[src/rtl/svc_uart_rx.sv]
// rtl/svc_uart_rx.sv - 8N1 UART receiver with mid-bit sampling and a single-entry valid/ready output register
module svc_uart_rx #(
  parameter int CLOCK_FREQ = 1_000_000,
  parameter int BAUD_RATE  = 115_200
) (
  input  logic       clk,
  input  logic       rst_n,
  input  logic       urx_pin,
  output logic       urx_valid,
  output logic [7:0] urx_data,
  input  logic       urx_ready,
  output logic       urx_frame_err,
  output logic       urx_overrun
);

  // Rounded clocks per bit; the start bit is re-checked half a bit after the falling edge.
  localparam int CLKS_PER_BIT = (CLOCK_FREQ + BAUD_RATE / 2) / BAUD_RATE;
  localparam int HALF_BIT     = CLKS_PER_BIT / 2;
  localparam int CNT_W        = $clog2(CLKS_PER_BIT) + 1;

  localparam logic [CNT_W-1:0] CNT_BIT  = CNT_W'(CLKS_PER_BIT - 1);
  localparam logic [CNT_W-1:0] CNT_HALF = CNT_W'(HALF_BIT - 1);

  typedef enum logic [2:0] {
    S_IDLE  = 3'd0,
    S_START = 3'd1,
    S_DATA  = 3'd2,
    S_STOP  = 3'd3,
    S_BREAK = 3'd4
  } state_t;

  state_t           state_q, state_d;
  logic             sync1_q, sync1_d;
  logic             sync2_q, sync2_d;
  logic [CNT_W-1:0] cnt_q, cnt_d;
  logic [2:0]       idx_q, idx_d;
  logic [7:0]       shift_q, shift_d;
  logic [7:0]       data_q, data_d;
  logic             valid_q, valid_d;
  logic             frame_err_q, frame_err_d;
  logic             overrun_q, overrun_d;
  logic             rx_s;
  logic             deliver;

  assign rx_s = sync2_q;

  // Two-flop synchronizer; both stages idle high so reset does not look like a start bit.
  always_comb begin
    sync1_d = urx_pin;
    sync2_d = sync1_q;
  end

  // Receive FSM: start qualification, LSB-first data sampling, stop check and break hold-off.
  always_comb begin
    state_d     = state_q;
    cnt_d       = cnt_q;
    idx_d       = idx_q;
    shift_d     = shift_q;
    deliver     = 1'b0;
    frame_err_d = 1'b0;
    case (state_q)
      S_IDLE: begin
        if (!rx_s) begin
          state_d = S_START;
          cnt_d   = CNT_HALF;
        end
      end
      S_START: begin
        if (cnt_q != '0) begin
          cnt_d = cnt_q - 1'b1;
        end else if (!rx_s) begin
          state_d = S_DATA;
          cnt_d   = CNT_BIT;
          idx_d   = 3'd0;
        end else begin
          // Line went back high before mid-start: treat as a glitch.
          state_d = S_IDLE;
        end
      end
      S_DATA: begin
        if (cnt_q != '0) begin
          cnt_d = cnt_q - 1'b1;
        end else begin
          shift_d[idx_q] = rx_s;
          cnt_d          = CNT_BIT;
          if (idx_q == 3'd7) begin
            state_d = S_STOP;
            idx_d   = 3'd0;
          end else begin
            idx_d = idx_q + 3'd1;
          end
        end
      end
      S_STOP: begin
        if (cnt_q != '0) begin
          cnt_d = cnt_q - 1'b1;
        end else if (rx_s) begin
          deliver = 1'b1;
          state_d = S_IDLE;
        end else begin
          frame_err_d = 1'b1;
          state_d     = S_BREAK;
        end
      end
      S_BREAK: begin
        // A held-low line must return high before another start is recognised.
        if (rx_s) begin
          state_d = S_IDLE;
        end
      end
      default: begin
        state_d = S_IDLE;
      end
    endcase
  end

  // Output register: load on delivery when empty or being drained, otherwise flag an overrun.
  always_comb begin
    valid_d   = valid_q;
    data_d    = data_q;
    overrun_d = 1'b0;
    if (deliver) begin
      if (!valid_q || urx_ready) begin
        data_d  = shift_q;
        valid_d = 1'b1;
      end else begin
        overrun_d = 1'b1;
      end
    end else if (valid_q && urx_ready) begin
      valid_d = 1'b0;
    end
  end

  // State register with asynchronous active-low reset.
  always_ff @(posedge clk or negedge rst_n) begin
    if (!rst_n) begin
      state_q     <= S_IDLE;
      sync1_q     <= 1'b1;
      sync2_q     <= 1'b1;
      cnt_q       <= '0;
      idx_q       <= 3'd0;
      shift_q     <= 8'h00;
      data_q      <= 8'h00;
      valid_q     <= 1'b0;
      frame_err_q <= 1'b0;
      overrun_q   <= 1'b0;
    end else begin
      state_q     <= state_d;
      sync1_q     <= sync1_d;
      sync2_q     <= sync2_d;
      cnt_q       <= cnt_d;
      idx_q       <= idx_d;
      shift_q     <= shift_d;
      data_q      <= data_d;
      valid_q     <= valid_d;
      frame_err_q <= frame_err_d;
      overrun_q   <= overrun_d;
    end
  end

  assign urx_valid     = valid_q;
  assign urx_data      = data_q;
  assign urx_frame_err = frame_err_q;
  assign urx_overrun   = overrun_q;

endmodule
[config.mk]
export PLATFORM = sky130hd
export DESIGN_NAME = svc_uart_rx
export DESIGN_NICKNAME = d
export VERILOG_FILES = /design/src/rtl/svc_uart_rx.sv
export SDC_FILE = /design/constraint.sdc
export NUM_CORES = 1
export LEC_CHECK = 0
export CAP_MARGIN = 20
export CELL_PAD_IN_SITES_DETAIL_PLACEMENT = 0
export CELL_PAD_IN_SITES_GLOBAL_PLACEMENT = 1
export CORE_MARGIN = 3
export CORE_UTILIZATION = 48
export DETAILED_ROUTE_END_ITERATION = 7
export PLACE_DENSITY = 0.86
export SLEW_MARGIN = 25
export SYNTH_ARGS = -nofsm -noshare
export SYNTH_HDL_FRONTEND = slang
export SYNTH_SLANG_ARGS = --single-unit
[constraint.sdc]
create_clock -name clk -period 5.8 [get_ports clk]
set_clock_uncertainty 0.1 [all_clocks]
set_input_delay 0.58 -clock clk [delete_from_list [all_inputs] [get_ports clk]]
set_output_delay 0.58 -clock clk [all_outputs]
set_load 0.03 [all_outputs]
==> run metrics <==
Power, Total between 600 and 700 uW; Inserted Diodes 0; Routability Congestion 0.850; Synth Flop Type dfrtp_1; delay-heaviest family, CP simple AND/OR/NAND/NOR gates; final worst-path cycle share 0.426; initial DRC count 30; I/O pin count 15; Port Buffers 14; Num Clock Sinks 32; Slew Viols, Final 0; Die H ~63 um; CTS root buffer clkbuf_4; FILL cells about 270; CP max stage delay a little over 0.6 ns; WP data required 5.92 ns; Yosys Warn Count 0; Setup crit end kind register; Post-synth EDFFs 0; dpl cell area between 1500 and 2000 sq um; post-synthesis cell area between 1500 and 2000 sq um; Nets about 150; Fin Setup TNS 0 ns; Max-Cap Viols 0; CTS buffer count 5; gr usage total 0.155; Mapped Avg Cell Area 11.8 sq um; min Tclk post-route approximately 2.5 ns; dpl ws 3.33 ns; area grow syn2layout 14.4%; H-Tree Depth 2; global-route wire length before repair 4830 um; critical setup path kind register to register; total grt overflow 0; number of global-route vias before repair around 1000; Critical Path Start Type register; Synth Register Bits 32; CTS Hold Buffers Added 0; DIE AREA ~4000 sq um; drt pass-1 iters 4; pwr/cell area 384 nW/um^2; Chip Width about 63 um; register area share after synthesis 0.517; Initial Utilization 0.504; final std cells w/o fill 190; largest net degree at the start of global routing 33; CP bufs+invs 1; worst setup margin around 3.3 ns; CP Cell Sequence inv_1 > ha_1 > nor3b_2 > nand4_1 > nor2b_1 > mux2_2; fin area ~1800 sq um; Slew @ Worst Pin 0.734 ns; ANT nets after route 0; # rows 20; peak supply drop 0.190 mV; Slew HR 0.509; syn nets 139; worst skew pair latency approximately 0.32 ns; CP max FO 8; # resized after CTS 0; layout cells sized above 1 0.274; max frequency slightly above 400 MHz; Residual DRC 0; Critical Path AT 2.59 ns; RSZ-0062 raised after global routing false; floorplan core area roughly 3100 sq um; DPL Wire Length 1850 um; Mapped Cells around 130; FF/Latch Area between 800 and 900 sq um; Synth cell types 37; placed cell count between 150 and 200; WL per Instance 14.2 um; DR vias/cell approximately 5.6; status finished clean; post-CTS setup buffer count 0; drt total wl approximately 2700 um; Max clock buf depth 2; Multi-input gate area between 600 and 700 sq um; # setup viols final 0; Reg clk slew, reported paths roughly 0.10 ns; Vias approximately 1100; worst hold path type register to register; Hold Fails Final Rpt 0; async set-or-reset flop fraction in the synthesized netlist 1.00; cell leakage power a little under 0.8 nW; initial antenna violation count 0; CTS tree built; Slowest cell on crit path nor2b_1
## metrics by stage
stage | hold slack [ns] | utilization
final | 0.263 | 0.577
after global routing | 0.273 | 0.577
after CTS | 0.264 | 0.577
after detailed placement | 0.249 | 0.557
after global placement | 0.248 | 0.557
after floorplan | 0.184 | -
## synthesized netlist by cell type (2+ instances only)
| cell type | number | area, sq um |
|---|---|---|
| o21ai_0 | 3 | 15.0 |
| o21a_1 | 2 | 15.0 |
| buf_1 | 2 | 7.51 |
| nand4b_1 | 2 | 17.5 |
| nor4_1 | 2 | 12.5 |
| dfrtp_1 | 30 | 751 |
| buf_4 | 2 | 15.0 |
| nor2_1 | 7 | 26.3 |
| ha_1 | 3 | 37.5 |
| nor3_1 | 3 | 15.0 |
| nand4_1 | 2 | 12.5 |
| or3_1 | 2 | 12.5 |
| nor3b_2 | 2 | 25.0 |
| nand2_1 | 6 | 22.5 |
| nand3_1 | 4 | 20.0 |
| dfstp_2 | 2 | 52.6 |
| nor4b_2 | 3 | 45.0 |
| mux2_2 | 19 | 214 |
| a21oi_1 | 7 | 35.0 |
| inv_1 | 6 | 22.5 |
| clkbuf_1 | 5 | 18.8 |
| nor2b_1 | 2 | 12.5 |
| a22o_2 | 2 | 20.0 |
## final cells by class
| cell class | count | share of cell area |
|---|---|---|
| well taps | 44 | 0.0310 |
| clock buffers | 7 | 0.0310 |
| flip-flops and latches | 32 | 0.452 |
| clock inverters | 1 | 0.00423 |
| multi-input cells | 85 | 0.386 |
| inverters | 6 | 0.0127 |
| repair buffers | 15 | 0.0831 |
## cells in the final DEF, fill, tap and decap left out, types with 2 or more instances in the layout
master	instances
clkbuf_4	5
nor3_1	3
nor2_1	7
clkdlybuf4s50_1	14
ha_1	3
dfrtp_1	30
nand4b_1	2
mux2_2	19
nor4_1	2
o21ai_0	3
a22o_2	2
or3_1	2
nand2_1	6
nor3b_2	2
nand4_1	2
nor2b_1	2
a21oi_1	7
nor4b_2	3
nand3_1	4
dfstp_2	2
o21a_1	2
inv_1	6
## final timing paths
kind                          start           to  slack, ns  depth (start not counted)
max                        cnt_q[0]  urx_data[2]       3.33                          6
min                         sync1_q         rx_s       0.26                          0
max reg2reg                cnt_q[0]  urx_data[2]       3.33                          6
min reg2reg                 sync1_q         rx_s       0.26                          0
max in group asynchronous     rst_n      sync1_q       4.75                          2
min in group asynchronous     rst_n  urx_overrun       0.54                          2
## kinds of logic (layout without fill, tap and decap cells)
group,Yosys count,in the layout,synth area share
AOI/OAI and AO/OA,20,20,0.0846
xor gates and xnor gates,1,1,0.00564
adders and majority gates,3,3,0.0242
buffers and inverters,15,29,0.0411
DFF,32,32,0.517
muxes,19,19,0.138
and+or+nand+nor,42,42,0.189
## registers in the layout, indices dropped and copies added (netlist names)
signal,flops
shift_q,8
urx_data,8
cnt_q,5
idx_q,3
state_q,3
rx_s,1
sync1_q,1
urx_frame_err,1
urx_overrun,1
urx_valid,1
## metal layers
metal,routed length [um],vias up,GRT usage
met2,1260,20,0.231
met3,108,5,0.0414
li1,-,506,-
met4,46,0,0.0661
met5,0,-,0
met1,1270,524,0.214
## report_power, final
part / total, mW / switching, mW / internal [mW] / leakage, nW
combinational: 0.220 / 0.105 / 0.115 / 0.330
clock: 0.132 / 0.0729 / 0.0593 / 0.0315
sequential: 0.329 / 0.0661 / 0.263 / 0.426
total: 0.682 / 0.244 / 0.437 / 0.787
No activity file was read; power rests on OpenSTA's default activity.
